File: src/rtl/sd_recorder_if.sv
// SD controller byte-wise write port shared by sd_recorder (master) and the
// SD controller (slave).
interface sd_recorder_if;
    logic        SDwr_available;
    logic        SDwr_req;
    logic        SDwr_start;
    logic [31:0] SDwr_address;
    logic [7:0]  SDwr_data;

    modport master (
        input  SDwr_available,
        input  SDwr_req,
        output SDwr_start,
        output SDwr_address,
        output SDwr_data
    );

    modport slave (
        output SDwr_available,
        output SDwr_req,
        input  SDwr_start,
        input  SDwr_address,
        input  SDwr_data
    );
endinterface

File: src/rtl/sd_recorder.sv
// sd_recorder: streams 16-bit FIFO samples to the SD card as 512-byte blocks,
// little-endian byte order, block address {block_cnt, 9'h000}.
// Optional feature macro: SDREC_UNDERRUN_CNT_EN enables the saturating
// underrun counter; when undefined underrun_cnt is tied to zero.
module sd_recorder (
    input  logic          clk,
    input  logic          rst_n,
    input  logic          start,
    input  logic          stop,
    input  logic [22:0]   base_block,
    input  logic          fifo_empty,
    input  logic          fifo_prog,
    input  logic [15:0]   fifo_data,
    output logic          fifo_rd,
    sd_recorder_if.master sd,
    output logic          busy,
    output logic          done,
    output logic [22:0]   blocks_written,
    output logic [15:0]   underrun_cnt
);

    typedef enum logic [1:0] {IDLE, FILL, XFER, WAIT_DONE} state_t;

    state_t      state_q, state_d;
    logic [22:0] block_cnt_q, block_cnt_d;
    logic [8:0]  byte_cnt_q, byte_cnt_d;
    logic [15:0] word_q, word_d;
    logic        rd_dly_q, rd_dly_d;
    logic        fifo_rd_q, fifo_rd_d;
    logic        wr_start_q, wr_start_d;
    logic [7:0]  data_q, data_d;
    logic        avail_q, avail_d;
    logic        stop_pending_q, stop_pending_d;
    logic        busy_q, busy_d;
    logic        done_q, done_d;
    logic [22:0] blocks_q, blocks_d;

    // Next-state and output computation for the recording FSM.
    always_comb begin
        state_d        = state_q;
        block_cnt_d    = block_cnt_q;
        byte_cnt_d     = byte_cnt_q;
        word_d         = word_q;
        rd_dly_d       = fifo_rd_q;
        fifo_rd_d      = 1'b0;
        wr_start_d     = wr_start_q;
        avail_d        = sd.SDwr_available;
        stop_pending_d = stop_pending_q;
        done_d         = 1'b0;
        blocks_d       = blocks_q;

        // FIFO data is valid the cycle after the read strobe.
        if (rd_dly_q)
            word_d = fifo_data;

        // Hold the write request until the controller reports itself busy.
        if (wr_start_q && !sd.SDwr_available)
            wr_start_d = 1'b0;

        if (state_q != IDLE && stop)
            stop_pending_d = 1'b1;

        case (state_q)
            IDLE: begin
                if (start && sd.SDwr_available) begin
                    block_cnt_d    = base_block;
                    blocks_d       = '0;
                    stop_pending_d = 1'b0;
                    state_d        = FILL;
                end
            end
            FILL: begin
                if (fifo_prog || (stop_pending_q && !fifo_empty)) begin
                    wr_start_d = 1'b1;
                    byte_cnt_d = '0;
                    fifo_rd_d  = !fifo_empty;
                    state_d    = XFER;
                end else if (stop_pending_q) begin
                    done_d  = 1'b1;
                    state_d = IDLE;
                end
            end
            XFER: begin
                if (sd.SDwr_req) begin
                    byte_cnt_d = byte_cnt_q + 9'd1;
                    if (byte_cnt_q[0] && byte_cnt_q != 9'd511) begin
                        if (!fifo_empty)
                            fifo_rd_d = 1'b1;
                        else
                            word_d = '0;
                    end
                    if (byte_cnt_q == 9'd511)
                        state_d = WAIT_DONE;
                end
            end
            WAIT_DONE: begin
                if (!avail_q && sd.SDwr_available) begin
                    block_cnt_d = block_cnt_q + 23'd1;
                    blocks_d    = blocks_q + 23'd1;
                    state_d     = FILL;
                end
            end
            default: state_d = IDLE;
        endcase

        busy_d = (state_d != IDLE);
        data_d = byte_cnt_d[0] ? word_d[15:8] : word_d[7:0];
    end

    // FSM state and registered outputs.
    always_ff @(posedge clk or negedge rst_n) begin
        if (!rst_n) begin
            state_q        <= IDLE;
            block_cnt_q    <= '0;
            byte_cnt_q     <= '0;
            word_q         <= '0;
            rd_dly_q       <= 1'b0;
            fifo_rd_q      <= 1'b0;
            wr_start_q     <= 1'b0;
            data_q         <= '0;
            avail_q        <= 1'b0;
            stop_pending_q <= 1'b0;
            busy_q         <= 1'b0;
            done_q         <= 1'b0;
            blocks_q       <= '0;
        end else begin
            state_q        <= state_d;
            block_cnt_q    <= block_cnt_d;
            byte_cnt_q     <= byte_cnt_d;
            word_q         <= word_d;
            rd_dly_q       <= rd_dly_d;
            fifo_rd_q      <= fifo_rd_d;
            wr_start_q     <= wr_start_d;
            data_q         <= data_d;
            avail_q        <= avail_d;
            stop_pending_q <= stop_pending_d;
            busy_q         <= busy_d;
            done_q         <= done_d;
            blocks_q       <= blocks_d;
        end
    end

`ifdef SDREC_UNDERRUN_CNT_EN
    logic [15:0] underrun_q, underrun_d;
    logic        underrun_clr, underrun_inc;

    // Count zero-filled words before any stop request, saturating at 0xFFFF.
    always_comb begin
        underrun_clr = (state_q == IDLE) && start && sd.SDwr_available;
        underrun_inc = (state_q == XFER) && sd.SDwr_req && byte_cnt_q[0] &&
                       (byte_cnt_q != 9'd511) && fifo_empty && !stop_pending_q;
        underrun_d   = underrun_q;
        if (underrun_clr)
            underrun_d = '0;
        else if (underrun_inc && underrun_q != '1)
            underrun_d = underrun_q + 16'd1;
    end

    // Underrun counter register.
    always_ff @(posedge clk or negedge rst_n) begin
        if (!rst_n)
            underrun_q <= '0;
        else
            underrun_q <= underrun_d;
    end

    assign underrun_cnt = underrun_q;
`else
    assign underrun_cnt = '0;
`endif

    assign fifo_rd         = fifo_rd_q;
    assign busy            = busy_q;
    assign done            = done_q;
    assign blocks_written  = blocks_q;
    assign sd.SDwr_start   = wr_start_q;
    assign sd.SDwr_address = {block_cnt_q, 9'h000};
    assign sd.SDwr_data    = data_q;

endmodule

File: src/flat_wrapper.sv
// flat-port wrapper written by rule: the top's interface ports become plain ports
module sd_recorder_flat 
  (clk, rst_n, start, stop, base_block, fifo_empty, fifo_prog, fifo_data, fifo_rd, busy, done, blocks_written, underrun_cnt, sd_SDwr_available, sd_SDwr_req, sd_SDwr_start, sd_SDwr_address, sd_SDwr_data);
  sd_recorder_if sd_i ();
  input  logic clk;
  input  logic rst_n;
  input  logic start;
  input  logic stop;
  input  logic [22:0] base_block;
  input  logic fifo_empty;
  input  logic fifo_prog;
  input  logic [15:0] fifo_data;
  output logic fifo_rd;
  output logic busy;
  output logic done;
  output logic [22:0] blocks_written;
  output logic [15:0] underrun_cnt;
  input wire logic [$bits(sd_i.SDwr_available)-1:0] sd_SDwr_available;
  input wire logic [$bits(sd_i.SDwr_req)-1:0] sd_SDwr_req;
  output wire logic [$bits(sd_i.SDwr_start)-1:0] sd_SDwr_start;
  output wire logic [$bits(sd_i.SDwr_address)-1:0] sd_SDwr_address;
  output wire logic [$bits(sd_i.SDwr_data)-1:0] sd_SDwr_data;
  assign sd_i.SDwr_available = sd_SDwr_available;
  assign sd_i.SDwr_req = sd_SDwr_req;
  assign sd_SDwr_start = sd_i.SDwr_start;
  assign sd_SDwr_address = sd_i.SDwr_address;
  assign sd_SDwr_data = sd_i.SDwr_data;
  sd_recorder u_core (.clk(clk), .rst_n(rst_n), .start(start), .stop(stop), .base_block(base_block), .fifo_empty(fifo_empty), .fifo_prog(fifo_prog), .fifo_data(fifo_data), .fifo_rd(fifo_rd), .sd(sd_i), .busy(busy), .done(done), .blocks_written(blocks_written), .underrun_cnt(underrun_cnt));
endmodule
File: config.mk
export PLATFORM = sky130hd
export DESIGN_NAME = sd_recorder_flat
export DESIGN_NICKNAME = d
export VERILOG_FILES = /design/src/rtl/sd_recorder_if.sv /design/src/rtl/sd_recorder.sv /design/src/flat_wrapper.sv
export SDC_FILE = /design/constraint.sdc
export NUM_CORES = 1
export LEC_CHECK = 0
export ABC_AREA = 1
export ABC_CLOCK_PERIOD_IN_PS = 1800
export CAP_MARGIN = 15
export CORE_ASPECT_RATIO = 1.5
export CORE_UTILIZATION = 45
export DETAILED_ROUTE_END_ITERATION = 7
export GPL_ROUTABILITY_DRIVEN = 1
export PLACE_DENSITY = 0.86
export SLEW_MARGIN = 20
export SYNTH_ARGS = -nofsm -noshare
export SYNTH_HDL_FRONTEND = slang
export SYNTH_SLANG_ARGS = --single-unit
File: constraint.sdc
create_clock -name clk -period 1.8 [get_ports clk]
set_input_delay 0.27 -clock clk [delete_from_list [all_inputs] [get_ports clk]]
set_output_delay 0.27 -clock clk [all_outputs]
set_load 0.005 [all_outputs]
## Word level (Yosys, flattened, before mapping)

Cells that the tools add are included.

- Bits in registers: 88
- Word-level logic and storage cells: 79

- Reductions and logical operators: 17
- Eq/ne operators: 9
- Add/sub/neg operators: 3
- Mux-type cells: 36

Operators with widths:

| operator | number |
|---|---|
| 2-to-1 mux 23 bit | 4 |
| one-hot mux 23 bit (2 select lines) | 2 |
| 2-to-1 mux 16 bit | 5 |
| adder 23 x 1 -> 23 bit, second input constant | 2 |
| 2-to-1 mux 9 bit | 2 |
| one-hot mux 9 bit (2 select lines) | 1 |
| 2-to-1 mux 1 bit | 13 |
| 2-to-1 mux 2 bit | 6 |
| adder 9 x 1 -> 9 bit, second input constant | 1 |
| == test 9 bit, second input constant | 1 |
| != test 9 bit, second input constant | 1 |
| 2-to-1 mux 8 bit | 1 |
| one-hot mux 2 bit (4 select lines) | 1 |
| nonzero test 2 bit | 4 |
| logical AND 1 bit | 6 |
| != test 2 x 1 -> 1 bit, second input constant | 3 |
| AND reduction 3 bit | 2 |
| == test 2 bit, second input constant | 2 |
| zero test 1 bit | 3 |
| == test 2 x 1 -> 1 bit, second input constant | 1 |
| zero test 2 bit | 1 |
| != test 2 bit, second input constant | 1 |
| one-hot mux 1 bit (2 select lines) | 1 |
| logical OR 1 bit | 1 |

## Depth between registers and ports, before layout

- Depth in word-level cells: 6
- Depth in mapped cells: 13

## Worst setup path before layout

No wires, ideal clock.

- Path type: register -> register
- Start: register u_core.byte_cnt_q[0]
- End: register u_core.data_q[5], in the netlist u_core.sd.SDwr_data[5]
- Data required time: 1.674 ns
- Setup slack: -0.077 ns
- Data arrival time: 1.751 ns
- Setup time: 0.126 ns
- Buffers on the path: 1
- Cell stages (with the launch flop): 14
- Cells stage by stage: dfrtp_1 > ha_1 > nand3_1 > nor2_1 > nand2_1 > nor2_1 > ha_1 > nor2_1 > nand3_1 > buf_2 > nand2_1 > inv_1 > nand2_1 > o21ai_0

- Word-level cells in the longest chain between the ends: 6
- Elaborated cells on any way between the ends: 10
- Classes of those cells: 1 x add/sub; 1 x eq/ne; 7 x mux; 1 x reduce/logical

Ends and longest elaborated chain:

| what | line | text |
|---|---|---|
| from (decl) | sd_recorder.sv:26 | `logic [8:0] byte_cnt_q, byte_cnt_d;` |
| from (signal assigned) | sd_recorder.sv:129 | `byte_cnt_q <= byte_cnt_d;` |
| != test 9 bit | sd_recorder.sv:86 | `if (byte_cnt_q[0] && byte_cnt_q != 9'd511) begin` |
| logical AND 1 bit * | sd_recorder.sv:86 |  |
| 2-to-1 mux 16 bit * | sd_recorder.sv:86 |  |
| 2-to-1 mux 16 bit * | sd_recorder.sv:84 | `if (sd.SDwr_req) begin` |
| 2-to-1 mux 16 bit * | sd_recorder.sv:63 | `case (state_q)` |
| net u_core.word_d[5] | sd_recorder.sv:27 | `logic [15:0] word_q, word_d;` |
| 2-to-1 mux 8 bit * | sd_recorder.sv:107 | `data_d = byte_cnt_d[0] ? word_d[15:8] : word_d[7:0];` |
| net u_core.data_d[5] | sd_recorder.sv:31 | `logic [7:0] data_q, data_d;` |
| to (signal assigned) | sd_recorder.sv:134 | `data_q <= data_d;` |
| to (decl) | sd_recorder.sv:31 |  |

Mark *: on every way through the listed nets, which the timed path passes. The rest lies on a longest branch. The select of a mux whose other input is x is not followed.
A chain may end at the register's enable or synchronous reset.

## Final worst setup path

- Start: register u_core.byte_cnt_q[0]
- End: register u_core.data_q[0], in the netlist u_core.sd.SDwr_data[0]

Same word-level chain as after synthesis.

==> out/qor.txt <==
Port Buffer Count - 104
layout cell share with drive strength beyond 1 - 16.3%
worst path cell trace - ha_2 -> nand3_2 -> nor2_1 -> nand2_1 -> nor2_1 -> ha_2 -> nor2_4 -> nand3_4 -> buf_12 -> nand2_2 -> inv_2 -> nand2_1 -> o21ai_1
vias - 5118
Fillers - 912
WL final - 14000 um
unrepaired setup endpoints after global routing - yes
Cells after Synth - 696
Final Power - 10.7 mW
CTS Sinks - 88
Synth Area in Compound Gates - 8.01%
register area - 2200 um^2
Placed Instances - 966
critical path fanouts, max - 8
Worst Setup End Kind - flop
post-synthesis sequential area ratio - 42.1%
die width - 90.1 um
Layout Skew - 8.45 ps
vias in the first global route - 4915
XOR/XNOR Fraction of Synth Area - 1.17%
crit share post-route - 99.3%
CP Class - flop to flop
Slew Viols, Final - 0
die area - 12100 um^2
DP Wirelength - 9890 um
dominant synthesized flop cell - dfrtp_1
H-tree level count - 3
global route overflow - 0
Root Driver - clkbuf_16
Post-synth ARST share - 100%
Final Hold Fails - 0
Mapped Avg Cell Area - 7.52 um^2
n_diodes - 0
Yosys reg bits - 88
mux share of post-synthesis cell area - 3.44%
path type of the worst min-delay path - input port to asynchronous set/reset pin
CTS Buf Count - 9
endpoints failing setup - 0
synth unique cells - 39
Core ar. - 11200 um^2
# DRC - 0
area of the multi-input gates - 2610 um^2
DRT Pass-1 Iters - 6
required time of the critical path - 2070 ps
initial antenna violation count - 0
Initial Utilization - 46.9%
first-pass GRT wire length - 22400 um
fin crit period - 1790 ps
routed vias/inst - 5.14
Synth Area in Simple Gates - 31.7%
FMAX - 560 MHz
Synth Area in Adders - 1.91%
EDFF count, synth - 0
DR WL/cell - 14.1 um
CTS max path bufs - 2
Net count, final - 899
Clock transition at path regs - 70 ps
Non-Filler Instances - 996
Clk Latency, worst-skew pair - 350 ps
DRT antenna net count - 0
Initial DRC Count - 314
largest net degree at the start of global routing - 46
MaxCap Viol Count - 0
Lkg Pwr - 3.38 nW
status - finished, final reports clean
largest family of logic cells by synthesized area - simple AND/OR/NAND/NOR gates
Synth Cell Area - 5240 um^2
# IOs - 130
Min Hold Slack - 369 ps
Tot GR Track Use - 23.2%
Place WS - -88.8 ps
Yosys Warn Count - 0
crit path DAT - 2050 ps
CP Launch Type - flop
critical path's slowest cell - dfrtp_1
maximum VDD drop - 765 uV
most frequent cells in the layout - 198 x nand2_1, 103 x clkdlybuf4s50_1, 87 x dfrtp_1, 69 x inv_1, 67 x nor2_1
pwr/cell area - 1510 nW/um^2
RePlAce Congestion - 0.896
final worst slack - 13.1 ps
CTS tree - built
Site Rows - 47
Area Overhead vs Synth - 35.9%
Largest stage delay, worst path - 360 ps
die height - 134 um
commonest non-fill, non-tap cell in the layout - nand2_1
-- timing repair --
| item | in CTS | in global routing |
|---|---|---|
| endpoints found under the hold margin | 23 | 0 |
| hold buffers | 1 | 0 |
| endpoints found under the setup margin | 8 | 43 |
| gates cloned | 1 | 0 |
| setup buffers | 3 | 9 |
| pin swaps | 4 | 9 |
| gates resized for setup | 11 | 36 |
-- Yosys cell counts, types with 3 or more instances --
library cell  number  area [um^2]
inv_1             80          300
nor2_2             4         25.0
xor2_1             6         52.6
o22ai_1            4         25.0
nand3_1           47          235
nor3_1            10         50.1
nor2_4             6         67.6
nand2_2            4         25.0
nor2_1            68          255
inv_2              3         11.3
o21ai_1            6         30.0
ha_1               8          100
buf_2              8         40.0
a21oi_1           19         95.1
nand2_1          204          766
dfrtp_1           88         2200
buf_6              3         33.8
mux2_2            16          180
o21ai_0           38          190
nand4_1           17          106
a31oi_1            3         18.8
buf_4             29          218
nand2_4            3         33.8
-- layout make-up --
cell class,instances,area share (%)
multi-input cells,507,36.7
clock buffers,11,3.55
inverters,83,4.45
clock inverters,5,0.545
well taps,147,2.58
flip-flops and latches,88,31.0
repair buffers,155,21.2
-- metal layers --
layer | GRT usage (%) | share of wire [%]
met1 | 25.4 | 37
met2 | 43.0 | 54
met3 | 4.37 | 5.5
met4 | 10.5 | 3.3
met5 | 0 | 0
-- worst paths after layout --
kind,from,to,slack [ps],cells past startpoint
max,u_core.byte_cnt_q[0],u_core.sd.SDwr_data[0],10,13
min,rst_n,u_core.block_cnt_q[3],370,2
max reg2reg,u_core.byte_cnt_q[0],u_core.sd.SDwr_data[0],10,13
min reg2reg,u_core.fifo_rd,u_core.rd_dly_q,390,0
max in group asynchronous,rst_n,u_core.blocks_written[1],820,3
min in group clk,u_core.fifo_rd,u_core.rd_dly_q,390,0
-- flip-flops by register name (all words and copies together) (netlist names), 2 cells and up --
name                   count
u_core.word_q             16
u_core.block_cnt_q        23
u_core.sd.SDwr_data        8
u_core.state_q             2
u_core.byte_cnt_q          9
u_core.blocks_written     23
-- worst max-delay path, delay by kind of cell, from the launching register on --
kind | cells | cell delay (ps)
AND/OR/NAND/NOR | 8 | 670
adder cells (fa/ha/maj) | 2 | 400
flip-flops | 1 | 360
buffers and inverters | 2 | 190
AO/OA/AOI/OAI | 1 | 80
-- metrics by stage --
step           TNS (ps)  util [%]  instance area, um^2
3_3_place_gp      -60.1      58.9                 6580
4_1_cts               0      62.3                 6960
6_report              0      63.7                 7120
2_1_floorplan         0         -                 5340
5_1_grt           -1160      63.7                 7120
3_5_place_dp       -959      58.9                 6580
-- where the power goes --
group | switching, mW | total (mW) | internal [mW] | leakage (nW)
logic | 2.93 | 5.66 | 2.74 | 2.11
clock network | 0.817 | 1.84 | 1.02 | 0.143
registers | 0.598 | 3.21 | 2.62 | 1.13
-- logic make-up after synthesis --
group / after synthesis
mux: 16
compound gates: 77
simple gates: 374
xor+xnor: 7
other cells: 1
flops: 88
fa+ha+maj: 8
buf+inv: 125
Note: power is estimated with default switching activity, not from simulation.
